`src/rtl/pipeline_ctrl_pkg.sv`:
```
// rtl/pipeline_ctrl_pkg.sv - shared stall indices, stall levels, reset level and mc FSM encoding
package pipeline_ctrl_pkg;

  localparam int STALL_PC  = 0;
  localparam int STALL_IF  = 1;
  localparam int STALL_ID  = 2;
  localparam int STALL_EX  = 3;
  localparam int STALL_MEM = 4;
  localparam int STALL_WB  = 5;
  localparam int STALL_W   = STALL_WB + 1;

  localparam logic STOP       = 1'b1;
  localparam logic NO_STOP    = 1'b0;
  localparam logic RST_ENABLE = 1'b1;

  typedef enum logic [1:0] {
    MC_IDLE = 2'd0,
    MC_BUSY = 2'd1,
    MC_DONE = 2'd2
  } mc_state_e;

  // Stall vector for a request from stage k: stages 0..k hold, later stages drain.
  function automatic logic [STALL_W-1:0] stall_upto(input int k);
    logic [STALL_W-1:0] m;
    for (int i = 0; i < STALL_W; i++) begin
      m[i] = (i <= k) ? STOP : NO_STOP;
    end
    return m;
  endfunction

endpackage

```
`src/rtl/pipeline_ctrl_mc_sequencer.sv`:
```
// rtl/pipeline_ctrl_mc_sequencer.sv - multi-cycle EX op sequencer (IDLE/BUSY/DONE + down-counter)
module pipeline_ctrl_mc_sequencer
  import pipeline_ctrl_pkg::*;
#(
  parameter int MC_LEN_W = 6
) (
  input  logic                clk,
  input  logic                rst,
  input  logic                flush,
  input  logic                hold,
  input  logic                start,
  input  logic [MC_LEN_W-1:0] len,
  output logic                ex_stall,
  output logic                done
);

  mc_state_e           state_q, state_d;
  logic [MC_LEN_W-1:0] cnt_q, cnt_d;
  logic [MC_LEN_W-1:0] len_eff;

  assign len_eff = (len == '0) ? MC_LEN_W'(1) : len;

  // The start cycle itself is the first stalled cycle, so BUSY lasts len_eff-1 cycles.
  always_comb begin
    state_d  = state_q;
    cnt_d    = cnt_q;
    ex_stall = 1'b0;
    done     = 1'b0;
    case (state_q)
      MC_IDLE: begin
        if (start) begin
          ex_stall = 1'b1;
          if (len_eff == MC_LEN_W'(1)) begin
            state_d = MC_DONE;
            cnt_d   = '0;
          end else begin
            state_d = MC_BUSY;
            cnt_d   = len_eff - MC_LEN_W'(1);
          end
        end
      end
      MC_BUSY: begin
        ex_stall = 1'b1;
        if (cnt_q <= MC_LEN_W'(1)) begin
          state_d = MC_DONE;
          cnt_d   = '0;
        end else begin
          cnt_d = cnt_q - MC_LEN_W'(1);
        end
      end
      MC_DONE: begin
        done = 1'b1;
        if (!hold) begin
          state_d = MC_IDLE;
        end
      end
      default: begin
        state_d = MC_IDLE;
        cnt_d   = '0;
      end
    endcase
    if (flush) begin
      state_d = MC_IDLE;
      cnt_d   = '0;
      done    = 1'b0;
    end
  end

  always_ff @(posedge clk) begin
    if (rst == RST_ENABLE) begin
      state_q <= MC_IDLE;
      cnt_q   <= '0;
    end else begin
      state_q <= state_d;
      cnt_q   <= cnt_d;
    end
  end

endmodule

```
`src/rtl/pipeline_ctrl.sv`:
```
// rtl/pipeline_ctrl.sv - pipeline stall/flush controller with multi-cycle EX sequencing
module pipeline_ctrl
  import pipeline_ctrl_pkg::*;
#(
  parameter int ADDR_W   = 32,
  parameter int MC_LEN_W = 6
) (
  input  logic                clk,
  input  logic                rst,
  input  logic                if_stall_req,
  input  logic                id_stall_req,
  input  logic                ex_stall_req,
  input  logic                mem_stall_req,
  input  logic                ex_mc_start,
  input  logic [MC_LEN_W-1:0] ex_mc_len,
  input  logic                exc_req,
  input  logic [ADDR_W-1:0]   exc_vector,
  output logic [5:0]          stall,
  output logic                flush,
  output logic [ADDR_W-1:0]   new_pc,
  output logic                ex_mc_done,
  output logic [31:0]         stall_cycles
);

  logic        mc_ex_stall;
  logic        mem_hold;
  logic [31:0] stall_cycles_q, stall_cycles_d;

  // Derived straight from inputs (equals stall[STALL_MEM]) to keep the sequencer off the stall path.
  assign mem_hold = mem_stall_req && !exc_req;

  pipeline_ctrl_mc_sequencer #(
    .MC_LEN_W(MC_LEN_W)
  ) u_mc_sequencer (
    .clk      (clk),
    .rst      (rst),
    .flush    (exc_req),
    .hold     (mem_hold),
    .start    (ex_mc_start),
    .len      (ex_mc_len),
    .ex_stall (mc_ex_stall),
    .done     (ex_mc_done)
  );

  always_comb begin
    stall  = {STALL_W{NO_STOP}};
    flush  = 1'b0;
    new_pc = '0;
    if (exc_req) begin
      flush  = 1'b1;
      new_pc = exc_vector;
    end else if (mem_stall_req) begin
      stall = stall_upto(STALL_MEM);
    end else if (ex_stall_req || mc_ex_stall) begin
      stall = stall_upto(STALL_EX);
    end else if (id_stall_req) begin
      stall = stall_upto(STALL_ID);
    end else if (if_stall_req) begin
      stall = stall_upto(STALL_IF);
    end
  end

  always_comb begin
    stall_cycles_d = stall_cycles_q;
    if ((stall[STALL_PC] == STOP) && !flush) begin
      stall_cycles_d = stall_cycles_q + 32'd1;
    end
  end

  always_ff @(posedge clk) begin
    if (rst == RST_ENABLE) begin
      stall_cycles_q <= '0;
    end else begin
      stall_cycles_q <= stall_cycles_d;
    end
  end

  assign stall_cycles = stall_cycles_q;

endmodule
```
`config.mk`:
```
export PLATFORM = sky130hd
export DESIGN_NAME = pipeline_ctrl
export DESIGN_NICKNAME = d
export VERILOG_FILES = /design/src/rtl/pipeline_ctrl_pkg.sv /design/src/rtl/pipeline_ctrl_mc_sequencer.sv /design/src/rtl/pipeline_ctrl.sv
export SDC_FILE = /design/constraint.sdc
export NUM_CORES = 1
export LEC_CHECK = 0
export ABC_AREA = 1
export BUFFER_PORTS_ARGS = -buffer_cell sky130_fd_sc_hd__buf_2
export CAP_MARGIN = 20
export CORE_ASPECT_RATIO = 0.5
export CORE_UTILIZATION = 30
export CTS_CLUSTER_DIAMETER = 50
export CTS_CLUSTER_SIZE = 16
export DETAILED_ROUTE_END_ITERATION = 8
export HOLD_SLACK_MARGIN = 0.08
export PLACE_DENSITY_LB_ADDON = 0.2
export SKIP_LAST_GASP = 1
export SYNTH_ARGS = -nofsm -noshare
export SYNTH_HDL_FRONTEND = slang
export SYNTH_SLANG_ARGS = --single-unit
```
`constraint.sdc`:
```
create_clock -name clk -period 1.8 [get_ports clk]
set_clock_uncertainty 0.05 [all_clocks]
set_input_delay 0.45 -clock clk [delete_from_list [all_inputs] [get_ports clk]]
set_output_delay 0.45 -clock clk [all_outputs]
set_load 0.005 [all_outputs]
```
==> out/results.ini <==
[run_status]
status=complete, no violations

[cells_and_area]
nFillCells=1076
final_cell_area_um2=4050
drive_gt1_share_pct=26.6
n_antenna_cell=0
postLayoutCoreUtil_pct=42.3
nets=712
syn_to_final_growth_pct=35.0

[global_routing]
grt_antenna_before_repair=0
grt_use_met2_pct=27.6
use_met3_pct=3.74
grt_pass1_wl_um=13800
grt_pass1_vias=2867
grt_use_met1_pct=22.7
grt_use_total_pct=16.8
overflow=0
grt-busiest-layer=met2
grt_max_degree=28

[floorplanning]
die_h_um=72.7
chipWidth_um=143
io_pins=118
core_um2=9570
initial_core_util_pct=31.3
die_area_um2=10400
rows=25

[flow_run]
max-cap-violations=0

[route]
detail-route-antenna-nets=0
drt_pass1_iterations=4
wl_um=8680
vias_per_cell=4.29
drc_errors=0
wire_per_inst_um=10.9
drtIter0Drc=110
via_count=3421

[yosys]
synth_compound_area_share_pct=8.22
synthSimpleGateAreaFrac_pct=45.1
synthAdderAreaFrac_pct=2.09
async_reset_ff_share_pct=0
netlist.area_leader.share_pct=26.7
syn_area_per_cell_um2=5.67
syn_nets=580
yosys_warnings=0
synth_edf_count=0
synth.cell_area_um2=3000
yosys.area.top_type=dfxtp_1
yosysMostFrequentCell=nand2_1
synthXorXnorAreaFrac_pct=4.09
synthMuxAreaShare_pct=0
syn_inst=529
synth_top_family_by_area=simple AND/OR/NAND/NOR gates
synth_seq_cells=40
synth-main-ff-cell=dfxtp_1
synthTopCellsByCount=nand2_1, inv_1, nor2_1
yosysSeqAreaShare_pct=26.7
synth_cell_types=33
yosys-top-cells-area=dfxtp_1, nand2_1, inv_1

[place]
place_ws_ns=-0.00916
gp_congestion=0.834
placed_area_um2=3860
port_buffers=116
dp_hpwl_um=6870

[setup_path]
critPathMaxStageDelay_ns=0.36
worst-path-max-fanout=5
cp-start-kind=register
arrival_ns=1.25
required_ns=1.30
cpLargestDelayFamily=flip-flops
critPathCaptureType=primary output
cp_slowest_cell=dfxtp_4
critPathBufInv=2
critical_path_class=register to primary output
path_cells=o21ai_4, nand4_2, nand2_4, inv_6, buf_2

[clocking]
cts_root_buf=clkbuf_16
cts_made_buffers=5
clk_pin_slew_ns=0.06
clkSinkCount=40
htree_levels=2
clockBufferDepth=2
clock_latency_ns=0.28
cts_tree=done
holdBufCountCts=0

[timing]
fin_crit_ns=1.75
fin_tns_setup_ns=0
layout_setup_ws_ns=0.0542
finalSetupViolCount=0
rsz0062_at_grt=yes
finalHoldViolations=0
timing.fmax_mhz=573
post-route-period-util_pct=97.0
drv_slew=0
fin_hold_ws_ns=0.415

[power]
p_per_area_nw_per_um2=573
leakage_uw=0.00211
peakVddDrop_v=0.000343

[worst_hold_path]
hold_class=register to register

-- cell type report --
cell class,count,area [um2],share of cell area (%)
repair buffers,140,786,19.4
multi-input cells,388,1800,44.4
clock inverters,2,35.0,0.865
well taps,135,169,4.17
flip-flops and latches,40,806,19.9
inverters,86,328,8.09
clock buffers,6,129,3.18
-- state kept, by name (all words and copies together) (netlist names) --
name,cells
stall_cycles,32
u_mc_sequencer.cnt_q,6
u_mc_sequencer.state_q,2
-- timing repair --
action                     4_1_cts  5_1_grt
gates cloned                     0        0
pin swaps                        1        2
setup endpoints to repair        2        6
setup buffers                    0        1
gates resized for setup          1        7
-- report_power, final --
| group | switching, uW | internal, uW |
|---|---|---|
| Sequential | 14.3 | 898 |
| Combinational | 206 | 172 |
| Clock | 380 | 653 |
| Total | 600 | 1720 |
-- layer usage --
metal / vias to the layer above / wire (um)
met5: - / 0
met4: 0 / 52
met3: 4 / 355
met2: 64 / 3880
met1: 1497 / 4400
li1: 1856 / -
-- worst reg2reg max path, cell delays in order (launching register included) --
cell and delay (ns):
dfxtp_1 0.36, ha_1 0.18, inv_1 0.09, nor2_4 0.17
nand3b_1 0.13, nor3_1 0.26, nand3_1 0.12, nand2_1 0.08
nor2_1 0.04
-- cell usage in the layout, fill, tap and decap left out, drive strengths merged --
cell | netlist | layout
nand4 | 4 | 4
xor2 | 9 | 9
nand2 | 209 | 209
conb | 1 | 1
nand3 | 27 | 27
o22ai | 3 | 3
and2 | 2 | 2
ha | 5 | 5
buf | 12 | 140
clkinv | 1 | 2
clkbuf | 3 | 6
a21oi | 35 | 35
o21ai | 6 | 6
dfxtp | 40 | 40
nor2 | 75 | 75
nand3b | 1 | 1
xnor2 | 5 | 5
nor3 | 5 | 5
o21bai | 1 | 1
bufinv | 0 | 1
inv | 85 | 85
-- logic make-up after synthesis --
logic type                 Yosys count
xor gates and xnor gates            14
other                                1
buffers and inverters              101
AOI/OAI and AO/OA                   45
adders and majority gates            5
DFF                                 40
and+or+nand+nor                    323
-- final timing paths --
path,startpoint,endpoint,slack [ns],cells past startpoint
worst min register to register,u_mc_sequencer.state_q[1],u_mc_sequencer.state_q[1],0.42,1
worst max register to register,stall_cycles[0],stall_cycles[20],0.22,8
worst max-delay path,u_mc_sequencer.state_q[0],stall[0],0.05,5
worst min-delay path,u_mc_sequencer.state_q[1],u_mc_sequencer.state_q[1],0.42,1
-- metrics by stage --
| stage | cells | total power, uW |
|---|---|---|
| after floorplan | 529 | 1130 |
| after global placement | 788 | 1300 |
| after detailed placement | 788 | 1300 |
| after CTS | 796 | 2350 |
| after global routing | 797 | 2440 |
| final | 797 | 2320 |
(Power assumes the default switching activity.)
